**src/rtl/sprite_scaler.sv**
```systemverilog
// Integer-scaled sprite fetch: screen position -> ROM texel address, 3-cycle pixel pipeline.
// Define SPRITE_MIRROR_EN to honour flip_x (horizontal mirroring); otherwise flip_x is ignored.
module sprite_scaler #(
    parameter int SPR_W      = 32,
    parameter int SPR_H      = 32,
    parameter int SCALE_X    = 2,
    parameter int SCALE_Y    = 2,
    parameter int ADDR_W     = 17,
    parameter int IDX_W      = 8,
    parameter int TRANSP_IDX = 0
) (
    input  logic              vga_clk,
    input  logic              Reset,
    input  logic [9:0]        DrawX,
    input  logic [9:0]        DrawY,
    input  logic              blank,
    input  logic [9:0]        sprite_x,
    input  logic [9:0]        sprite_y,
    input  logic              flip_x,
    output logic [ADDR_W-1:0] rom_address,
    input  logic [IDX_W-1:0]  rom_q,
    output logic [IDX_W-1:0]  pix_idx,
    output logic              pix_hit,
    output logic              blank_d
);
    localparam int CW = (SPR_W > 1) ? $clog2(SPR_W) : 1;
    localparam int RW = (SPR_H > 1) ? $clog2(SPR_H) : 1;
    localparam logic [CW-1:0]     COL_LAST  = CW'(SPR_W - 1);
    localparam logic [RW-1:0]     ROW_LAST  = RW'(SPR_H - 1);
    localparam logic [3:0]        HREP_LAST = 4'(SCALE_X - 1);
    localparam logic [3:0]        VREP_LAST = 4'(SCALE_Y - 1);
    localparam logic [ADDR_W-1:0] ROW_STEP  = ADDR_W'(SPR_W);
    localparam logic [IDX_W-1:0]  TRANSP    = IDX_W'(TRANSP_IDX);

    logic [9:0]        shadow_x, shadow_y;
    logic              frame_ok;
    logic [RW-1:0]     row_r, row_c;
    logic [3:0]        vrep_r, vrep_c;
    logic [ADDR_W-1:0] row_base_r, base_c;
    logic              row_active_r, ract_c;
    logic [CW-1:0]     col_r, col_c, col_n, col_addr;
    logic [3:0]        hrep_r, hrep_c, hrep_n;
    logic              inside_r, in_c, in_n;
    logic              inside_d1, inside_d2, blank_d1, blank_d2;
    logic              frame_start, line_start, ok_eff, flip_eff;
    logic [9:0]        sx_eff, sy_eff;
    logic [ADDR_W-1:0] addr_c;

    assign line_start  = (DrawX == 10'd0);
    assign frame_start = line_start && (DrawY == 10'd0);
    // The frame latch takes effect on the same cycle it is sampled
    assign sx_eff = frame_start ? sprite_x : shadow_x;
    assign sy_eff = frame_start ? sprite_y : shadow_y;
    assign ok_eff = frame_start | frame_ok;

`ifdef SPRITE_MIRROR_EN
    logic shadow_flip;
    assign flip_eff = frame_start ? flip_x : shadow_flip;

    always_ff @(posedge vga_clk) begin
        if (Reset)
            shadow_flip <= 1'b0;
        else if (frame_start)
            shadow_flip <= flip_x;
    end
`else
    logic unused_flip;
    assign unused_flip = flip_x;
    assign flip_eff    = 1'b0;
`endif

    // Vertical state for the current line
    always_comb begin
        row_c  = row_r;
        vrep_c = vrep_r;
        base_c = row_base_r;
        ract_c = row_active_r;
        if (frame_start) begin
            row_c  = '0;
            vrep_c = '0;
            base_c = '0;
            ract_c = 1'b0;
        end
        if (line_start) begin
            if (ok_eff && (DrawY == sy_eff)) begin
                row_c  = '0;
                vrep_c = '0;
                base_c = '0;
                ract_c = 1'b1;
            end else if (ract_c) begin
                if (vrep_c == VREP_LAST) begin
                    vrep_c = '0;
                    if (row_c == ROW_LAST) begin
                        ract_c = 1'b0;
                    end else begin
                        row_c  = row_c + RW'(1);
                        base_c = base_c + ROW_STEP;
                    end
                end else begin
                    vrep_c = vrep_c + 4'd1;
                end
            end
        end
    end

    // Horizontal state for the current pixel; a new line never inherits inside
    always_comb begin
        col_c  = col_r;
        hrep_c = hrep_r;
        in_c   = inside_r & ~line_start;
        if (ract_c && (DrawX == sx_eff)) begin
            col_c  = '0;
            hrep_c = '0;
            in_c   = 1'b1;
        end
    end

    always_comb begin
        col_n  = col_c;
        hrep_n = hrep_c;
        in_n   = in_c;
        if (in_c) begin
            if (hrep_c == HREP_LAST) begin
                hrep_n = '0;
                if (col_c == COL_LAST)
                    in_n = 1'b0;
                else
                    col_n = col_c + CW'(1);
            end else begin
                hrep_n = hrep_c + 4'd1;
            end
        end
    end

    assign col_addr = flip_eff ? (COL_LAST - col_c) : col_c;
    assign addr_c   = base_c + ADDR_W'(col_addr);

    always_ff @(posedge vga_clk) begin
        if (Reset) begin
            shadow_x     <= '0;
            shadow_y     <= '0;
            frame_ok     <= 1'b0;
            row_r        <= '0;
            vrep_r       <= '0;
            row_base_r   <= '0;
            row_active_r <= 1'b0;
            col_r        <= '0;
            hrep_r       <= '0;
            inside_r     <= 1'b0;
            inside_d1    <= 1'b0;
            inside_d2    <= 1'b0;
            blank_d1     <= 1'b0;
            blank_d2     <= 1'b0;
            rom_address  <= '0;
            pix_idx      <= '0;
            pix_hit      <= 1'b0;
            blank_d      <= 1'b0;
        end else begin
            if (frame_start) begin
                shadow_x <= sprite_x;
                shadow_y <= sprite_y;
                frame_ok <= 1'b1;
            end
            row_r        <= row_c;
            vrep_r       <= vrep_c;
            row_base_r   <= base_c;
            row_active_r <= ract_c;
            col_r        <= col_n;
            hrep_r       <= hrep_n;
            inside_r     <= in_n;
            if (in_c)
                rom_address <= addr_c;
            inside_d1 <= in_c;
            blank_d1  <= blank;
            inside_d2 <= inside_d1;
            blank_d2  <= blank_d1;
            pix_idx   <= rom_q;
            pix_hit   <= inside_d2 & blank_d2 & (rom_q != TRANSP);
            blank_d   <= blank_d2;
        end
    end
endmodule
```
**config.mk**
```make
export PLATFORM = sky130hd
export DESIGN_NAME = sprite_scaler
export DESIGN_NICKNAME = d
export VERILOG_FILES = /design/src/rtl/sprite_scaler.sv
export SDC_FILE = /design/constraint.sdc
export NUM_CORES = 1
export LEC_CHECK = 0
export CORE_ASPECT_RATIO = 0.75
export CORE_UTILIZATION = 40
export DETAILED_ROUTE_END_ITERATION = 8
export DONT_BUFFER_PORTS = 1
export GPL_ROUTABILITY_DRIVEN = 0
export PLACE_DENSITY = 0.52
export RECOVER_POWER = 25
export SLEW_MARGIN = 10
export SYNTH_ARGS = -nofsm -noshare
export SYNTH_HDL_FRONTEND = slang
export SYNTH_SLANG_ARGS = --single-unit
```
**constraint.sdc**
```tcl
create_clock -name vga_clk -period 6.25 [get_ports vga_clk]
set_input_delay 1.25 -clock vga_clk [delete_from_list [all_inputs] [get_ports vga_clk]]
set_output_delay 1.25 -clock vga_clk [all_outputs]
set_load 0.01 [all_outputs]
```
==> flow_metrics.tcl, run 1 <==
set metrics [dict create \
    fp.dieW_um 128 \
    grt_setup_unrepaired "no" \
    placed_cell_area_mm2 0.00500 \
    coreArea_mm2 0.0117 \
    worstReg2RegStart "row_r[0]" \
    grt_usage_pct 20.0 \
    slew_headroom_pct 51.9 \
    cts_tree "yes" \
    vias 4051 \
    numCtsBuffers 9 \
    cts_root_buffer "clkbuf_16" \
    layout-drive-gt1-share_pct 8.24 \
    post_cts_buffers 0 \
    skew_ns 0.00873 \
    antennaDiodeCount 0 \
    critical_path_class "in2reg" \
    fin_tns_setup_ns 0 \
    drtIter0Drc 210 \
    syn_area_mm2 0.00480 \
    r2r.worst_path.cells 18 \
    finalCritPeriodShare_pct 90.3 \
    max-cap-violations 0 \
    drtAntennaViolNets 0 \
    fin_area_mm2 0.00535 \
    area_growth_pct 11.4 \
    r2r-end "rom_address[16]" \
    wl_per_cell_um 15.5 \
    dp_cells 741 \
    start_kind "input pin" \
    syn-num-nets 656 \
    numPortBuffers 0 \
    cp.required_ns 6.49 \
    die_h_um 96.9 \
    start_util_pct 41.2 \
    final_util_pct 45.9 \
    reg2reg_slack_ns 1.96 \
    synth_top_family_by_area "simple AND/OR/NAND/NOR gates" \
    hp-class "reg2reg" \
    routed_wl_um 11700 \
    crit_arrival_ns 5.89 \
    clk_pin_slew_ns 0.07 \
    hold_start "inside_d2" \
    synthAdderAreaFrac_pct 3.02 \
    dieArea_mm2 0.0124 \
    setup_viol 0 \
    grt-ovfl-total 0 \
    ys_async_sr_fraction_pct 0 \
    synth_edf_count 0 \
    clockBufferDepth 2 \
    clk_latency_ns 0.34 \
    synthMuxAreaShare_pct 2.61 \
    nets 653 \
    tightest_slew_ns 0.722 \
    clock-sinks 89 \
    holdPathEnd "pix_hit" \
    peakVddDrop_mv 0.128 \
    min_path_cells 2 \
    synth-xor-area-share_pct 7.12 \
    min_period_ns 5.65 \
    synth_seq_area_share_pct 37.1 \
    final_cells 757 \
    num_rows 34 \
    cts_resized 0 \
    grt_pass1_wl_um 19700 \
    io_pins 79 \
    final_cell_mix "89 x dfxtp_1, 76 x nand2_1, 60 x nor2_1" \
    path_max_fanout 10 \
    viasPerCell 5.35 \
    finalHoldViolCount 0 \
    ys_warn_count 0 \
    cts_htree_levels 3 \
    drtPass1Iterations 4 \
    antenna_found_initial 0 \
    power.total_mw 1.24 \
    synth_flop_cell "dfxtp_1" \
    leakage_nw 1.94 \
    hpwlAfterDp_um 8570 \
    pwr_density_cell_mw_per_mm2 231 \
    slew_viol_final 0 \
    crit_path_end_kind "flip-flop" \
    first_global_vias 3987 \
    fmax_mhz 177 \
    yosys_register_bits 89 \
    grt_max_degree 63 \
    drc_errors 0 \
    yosys.area_share.simple_pct 31.0 \
    synth_compound_area_share_pct 14.4 \
    syn_avg_cell_area_um2 8.09 \
    syn_inst 593 \
    status "complete, no violations" \
    final_common_cell "dfxtp_1" \
    ctsHoldBuffers 0 \
    ys_types 68 \
]
[power breakdown]
group	total (mW)	internal (mW)	switching [mW]
combinational	0.0268	0.0128	0.0140
sequential	0.573	0.570	0.00263
clock	0.636	0.395	0.241
[worst max-delay path, cell delays in order]
cell	delay, ns
or4_1	0.58
nor2_1	0.20
nand2_2	0.17
nand2_1	0.13
ha_1	0.20
nand2_1	0.07
o311ai_0	0.47
o21ai_1	0.21
nand3_1	0.21
and2_1	0.18
ha_1	0.17
inv_1	0.05
fa_1	0.40
nor2b_1	0.12
o21ai_0	0.10
a21boi_0	0.26
nor2_1	0.21
nor4_4	0.31
nand4b_1	0.17
xnor2_1	0.16
o32ai_1	0.26
[how the worst max path moves through the flow]
stage,startpoint,end,cells past startpoint
after global placement,DrawX[2],rom_address[16],21
after floorplan,DrawX[2],rom_address[6],23
final,DrawX[2],rom_address[16],21
after global routing,DrawY[0],rom_address[16],21
after detailed placement,DrawX[2],rom_address[16],21
after CTS,DrawX[2],rom_address[16],21
[synthesized netlist by cell type (3+ instances only)]
cell / instances / share of area [%]
dfxtp_1: 89 / 37
nand2_1: 76 / 5.9
nor2_1: 60 / 4.7
a21oi_1: 46 / 4.8
inv_1: 28 / 2.2
xor2_1: 25 / 4.6
nor2b_1: 22 / 2.9
clkbuf_1: 21 / 1.6
nand3_1: 16 / 1.7
nor3_1: 16 / 1.7
nand4_1: 14 / 1.8
xnor2_1: 14 / 2.6
o21ai_0: 13 / 1.4
and2_1: 12 / 1.6
mux2i_1: 11 / 2.3
ha_1: 10 / 2.6
nand2b_1: 9 / 1.2
nor4_1: 9 / 1.2
or3_1: 7 / 0.91
a211oi_1: 6 / 0.94
a21o_1: 5 / 0.78
and3_1: 5 / 0.65
o22ai_1: 5 / 0.65
buf_2: 4 / 0.42
nand4b_1: 4 / 0.73
a221oi_1: 3 / 0.55
nor4_2: 3 / 0.78
o21a_1: 3 / 0.47
o32ai_1: 3 / 0.55
or2_1: 3 / 0.39
or4_1: 3 / 0.47
[kinds of logic after synthesis]
| family | Yosys count |
|---|---|
| DFF | 89 |
| buffers and inverters | 56 |
| xor gates and xnor gates | 39 |
| muxes | 12 |
| AOI/OAI and AO/OA | 108 |
| and+or+nand+nor | 278 |
| adders and majority gates | 11 |
[layer usage]
layer  up-vias  routed length (um)  track usage [%]
met5         -                   0                0
li1       2065                   -                -
met4         0                 112             4.52
met2        80                5020             30.2
met3        10                 608             5.48
met1      1896                5960             28.1
[sequential cells by signal, summed over array words and instances (netlist names)]
name and flops:
shadow_y 10, row_r 5, pix_hit 1, blank_d1 1
hrep_r 4, col_r 5, blank_d2 1, row_active_r 1
blank_d 1, frame_ok 1, vrep_r 4, row_base_r 17
inside_d1 1, inside_r 1, inside_d2 1, shadow_x 10
rom_address 17, pix_idx 8
[metrics by stage]
| stage | hold WS [ns] | worst slack (ns) |
|---|---|---|
| global route | 0.458 | 0.210 |
| global placement | 0.413 | 0.354 |
| floorplan | 0.397 | 0.627 |
| detailed placement | 0.410 | 0.322 |
| finish | 0.416 | 0.605 |
| CTS | 0.418 | 0.625 |
[area by class of cell]
cell class / count / area, um^2
Tap cell: 162 / 203
Fill cell: 1189 / 6310
Clock inverter: 7 / 125
Clock buffer: 9 / 225
Sequential cell: 89 / 1780
Inverter: 28 / 105
Multi-Input combinational cell: 448 / 2800
Timing Repair Buffer: 14 / 105
No activity file was read; power rests on OpenSTA's default activity.
==> inputs of run 2 (changes only) <==
--- a/config.mk
+++ b/config.mk
@@ -5,12 +5,14 @@
 export SDC_FILE = /design/constraint.sdc
 export NUM_CORES = 1
 export LEC_CHECK = 0
+export CELL_PAD_IN_SITES_DETAIL_PLACEMENT = 1
+export CELL_PAD_IN_SITES_GLOBAL_PLACEMENT = 1
 export CORE_ASPECT_RATIO = 0.75
 export CORE_UTILIZATION = 40
 export DETAILED_ROUTE_END_ITERATION = 8
 export DONT_BUFFER_PORTS = 1
 export GPL_ROUTABILITY_DRIVEN = 0
-export PLACE_DENSITY = 0.52
+export PLACE_DENSITY = 0.67
 export RECOVER_POWER = 25
 export SLEW_MARGIN = 10
 export SYNTH_ARGS = -nofsm -noshare
==> run 2 against run 1 <==
Against the previous run:
- cell area down 0.56%
- hold slack improved by 0.0078 ns
- critical path depth rose by 1
==> flow_metrics.tcl, run 2 (synthesis results as in run 1) <==
set metrics [dict create \
    cp_slowest_cell "o311ai_0" \
    hpwlAfterDp_um 9540 \
    vias 4215 \
    clockBufferDepth 2 \
    worstPathCellList "nor4_2, buf_4, and4_1, nand2_2, nand2_1, ha_1, nand2_1, o311ai_0, o21ai_1, nand3_1, and2_1, ha_1, inv_1, fa_1, nor2b_1, o21ai_0, a21boi_0, nor2_1, nor4_4, nand4b_1, xnor2_1, o32ai_1" \
    clock-sinks 89 \
    setup_viol 0 \
    cts_root_buffer "clkbuf_16" \
    final_cell_mix "89 x dfxtp_1, 76 x nand2_1, 60 x nor2_1" \
    antenna_found_initial 0 \
    cp.required_ns 6.51 \
    antennaDiodeCount 0 \
    coreArea_mm2 0.0117 \
    critPathBufInv 2 \
    drtAntennaViolNets 0 \
    fin_tns_setup_ns 0 \
    wl_per_cell_um 17.0 \
    pwr_density_cell_mw_per_mm2 226 \
    slew_headroom_pct 34.8 \
    path_max_fanout 8 \
    clk_pin_slew_ns 0.07 \
    num_rows 34 \
    grt_usage_pct 22.2 \
    n_fill_cell 1416 \
    area_growth_pct 10.8 \
    slew_viol_final 0 \
    cp_top_family "simple AND/OR/NAND/NOR gates" \
    nets 652 \
    drc_errors 0 \
    grt_setup_unrepaired "no" \
    io_pins 79 \
    dp_cells 740 \
    fp.dieW_um 128 \
    skew_ns 0.00741 \
    grt_pass1_wl_um 21700 \
    die_h_um 96.9 \
    layout-drive-gt1-share_pct 8.08 \
    numCtsBuffers 9 \
    cts_htree_levels 3 \
    whs_ns 0.424 \
    start_util_pct 41.2 \
    drtPass1Iterations 4 \
    max_stage_delay_ns 0.46 \
    start_kind "input pin" \
    finalHoldViolCount 0 \
    tightest_slew_ns 0.974 \
    first_global_vias 4285 \
    final_cells 756 \
    max-cap-violations 0 \
    critical_path_class "in2reg" \
    ctsHoldBuffers 0 \
    drtIter0Drc 237 \
    post_cts_buffers 0 \
    fmax_mhz 174 \
    numPortBuffers 0 \
    status "complete, no violations" \
    routed_wl_um 12900 \
    final_common_cell "dfxtp_1" \
    cts_tree "yes" \
    hp-class "reg2reg" \
    peakVddDrop_mv 0.131 \
    cts_resized 0 \
    dieArea_mm2 0.0124 \
    crit_path_end_kind "flip-flop" \
    clk_latency_ns 0.35 \
    placed_cell_area_mm2 0.00499 \
    min_period_ns 5.73 \
    grt_max_degree 63 \
    power.total_mw 1.20 \
    crit_arrival_ns 5.99 \
    fin_area_mm2 0.00532 \
    reg_top3 "rom_address (17), row_base_r (17)" \
    viasPerCell 5.58 \
    setup_ws_ns 0.518 \
    leakage_nw 1.92 \
    grt-ovfl-total 0 \
    place_ws_ns 0.173 \
    final_util_pct 45.6 \
    finalCritPeriodShare_pct 91.7 \
]
run 2: cell types whose count changed in the layout (fill, tap and decap cells not counted), sizes merged:
cell      before  now
bufinv         3    2
buf           14   13
clkinvlp       0    1
run 2: cell type report:
class | count | area, um^2 | area share [%]
sequential | 89 | 1780 | 33.5
timing repair buffer | 13 | 97.6 | 1.84
inverter | 28 | 105 | 1.98
clock buffer | 9 | 225 | 4.24
multi-input combinational | 448 | 2800 | 52.7
clock inverter | 7 | 103 | 1.93
tap | 162 | 203 | 3.81
run 2: path summary, 6_finish.rpt:
kind / start / to / slack, ns / cells after the start
worst max register to register: row_r[0] / rom_address[16] / 1.95 / 18
worst min-delay path: inside_d2 / pix_hit / 0.42 / 2
worst max-delay path: DrawY[0] / rom_address[16] / 0.52 / 22
worst min register to register: inside_d2 / pix_hit / 0.42 / 2
run 2: tightest hold or removal path: stages (launching register included):
cell and delay (ns):
dfxtp_1 0.30, nand2_1 0.05, a21oi_1 0.03
run 2: metal layers:
metal  global-route usage, %  wire, um
met1                    29.6      6270
met2                    34.6      5800
met3                    5.53       548
met4                    7.78       257
met5                       0         0
run 2: report_power, final:
part	switching, mW	leakage [nW]	internal, mW	total (mW)
Combinational	0.0147	1.05	0.0128	0.0275
Clock	0.248	0.157	0.355	0.603
Sequential	0.00272	0.719	0.570	0.573
Total	0.266	1.92	0.938	1.20
==> inputs of run 3 (changes only) <==
==> constraint.sdc (replaced) <==
create_clock -name vga_clk -period 6.25 [get_ports vga_clk]
set_input_delay 0.3125 -clock vga_clk [delete_from_list [all_inputs] [get_ports vga_clk]]
set_output_delay 0.3125 -clock vga_clk [all_outputs]
set_load 0.01 [all_outputs]
==> run 3 against run 2 <==
Against the previous run:
- final cell count shrank 1.2%
- flip-flop and latch count did not move
- fmax grew 9.4%
- non-clock buffer count down 9
- first-iteration DRC count is 7.6% lower
- routed wire length grew 1.5%
- count of clock-buffer cells in the layout is the same
- critical endpoint is now rom_address[12]
- highest routed layer unchanged
==> flow_metrics.tcl, run 3 (synthesis results as in run 1) <==
set metrics [dict create \
    drtIter0Drc 219 \
    finalHoldViolCount 0 \
    setup_viol 0 \
    cts_tree "yes" \
    reg2reg_slack_ns 1.54 \
    wl_per_cell_um 17.5 \
    r2r.worst_path.cells 18 \
    io_pins 79 \
    coreArea_mm2 0.0117 \
    leakage_nw 1.88 \
    final_cells 747 \
    fin_area_mm2 0.00523 \
    drc_errors 0 \
    worstReg2RegStart "row_r[0]" \
    routed_wl_um 13100 \
    vias 4153 \
    start_kind "input pin" \
    placed_cell_area_mm2 0.00492 \
    pwr_density_cell_mw_per_mm2 224 \
    hpwlAfterDp_um 9460 \
    tightest_slew_ns 0.742 \
    cts_htree_levels 3 \
    min_period_ns 5.24 \
    post_cts_buffers 0 \
    dp_cells 731 \
    grt-ovfl-total 0 \
    viasPerCell 5.56 \
    status "complete, no violations" \
    max-cap-violations 0 \
    grt_max_degree 63 \
    final_util_pct 44.9 \
    antenna_found_initial 0 \
    area_growth_pct 8.99 \
    slew_viol_final 0 \
    cp.required_ns 6.50 \
    clk_pin_slew_ns 0.07 \
    path_max_fanout 10 \
    finalCritPeriodShare_pct 83.8 \
    crit_path_end_kind "flip-flop" \
    numPortBuffers 0 \
    clock-sinks 89 \
    multiInputGateArea_mm2 0.00280 \
    fmax_mhz 191 \
    cts_resized 0 \
    r2r-end "rom_address[12]" \
    grt_usage_pct 22.0 \
    antennaDiodeCount 0 \
    layout-drive-gt1-share_pct 6.67 \
    cts_root_buffer "clkbuf_16" \
    hp-class "in2reg" \
    n_fill_cell 1402 \
    clockBufferDepth 2 \
    drtAntennaViolNets 0 \
    seqCellArea_mm2 0.00178 \
    reg_top3 "rom_address (17), row_base_r (17)" \
    ctsHoldBuffers 0 \
    final_common_cell "dfxtp_1" \
    final_cell_mix "89 x dfxtp_1, 76 x nand2_1, 60 x nor2_1" \
    dieArea_mm2 0.0124 \
    critPathLaunch "DrawX[2]" \
    first_global_vias 4221 \
    start_util_pct 41.2 \
    skew_ns 0.00856 \
    fin_tns_setup_ns 0 \
    nets 643 \
    crit_arrival_ns 5.49 \
    critical_path_class "in2reg" \
    grt_pass1_wl_um 21600 \
    drtPass1Iterations 4 \
    clk_latency_ns 0.34 \
    whs_ns 0.0352 \
    fp.dieW_um 128 \
    numCtsBuffers 9 \
    hold_start "Reset" \
    cp-endpoint "rom_address[12]" \
    die_h_um 96.9 \
    num_rows 34 \
    grt_setup_unrepaired "no" \
    peakVddDrop_mv 0.133 \
    slew_headroom_pct 50.5 \
]
==> run 3: area by class of cell <==
cell class	count	share of cell area, %
Inverter	28	2.01
Sequential cell	89	34.1
Multi-Input combinational cell	448	53.6
Timing Repair Buffer	4	0.574
Clock buffer	9	4.31
Tap cell	162	3.87
Clock inverter	7	1.63
==> run 3: worst min-delay path by stage <==
| stage | slack, ns | depth (start not counted) | end |
|---|---|---|---|
| finish | 0.04 | 1 | rom_address[7] |
| global route | 0.01 | 1 | rom_address[5] |
| floorplan | 0.40 | 2 | pix_hit |
| detailed placement | 0.39 | 1 | rom_address[11] |
| CTS | 0.02 | 1 | rom_address[9] |
| global placement | 0.39 | 1 | rom_address[5] |
==> run 3: power by group <==
| part | total [mW] | internal, mW | leakage [nW] | switching [mW] |
|---|---|---|---|---|
| combinational | 0.0270 | 0.0120 | 1.00 | 0.0150 |
| clock | 0.570 | 0.320 | 0.153 | 0.251 |
| sequential | 0.573 | 0.570 | 0.719 | 0.00255 |
==> run 3: critical path, cell delays in order <==
cell,delay [ns]
or4_1,0.60
nor2_1,0.33
nand2_2,0.21
and2_1,0.23
ha_1,0.23
nand4_1,0.21
o311ai_0,0.23
o21ai_1,0.25
nand3_1,0.31
and2_1,0.28
ha_1,0.22
inv_1,0.08
fa_1,0.20
nor2b_1,0.06
o21ai_0,0.22
a21boi_0,0.16
nor2_1,0.56
nor4_4,0.12
a211oi_1,0.30
a311oi_1,0.11
a211oi_1,0.25
==> run 3: routing by layer <==
| metal | GRT usage, % | up-vias | routed length [um] |
|---|---|---|---|
| met5 | 0 | - | 0 |
| met4 | 4.71 | 0 | 77 |
| met3 | 5.03 | 6 | 529 |
| met2 | 35.2 | 60 | 6140 |
| met1 | 30.0 | 2034 | 6330 |
| li1 | - | 2053 | - |
==> run 3: through the flow <==
step	setup WS, ns	total power, mW
6_report	1.01	1.17
5_1_grt	0.589	1.21
4_1_cts	0.997	1.19
3_5_place_dp	0.720	0.613
3_3_place_gp	0.912	0.612
2_1_floorplan	1.56	0.611
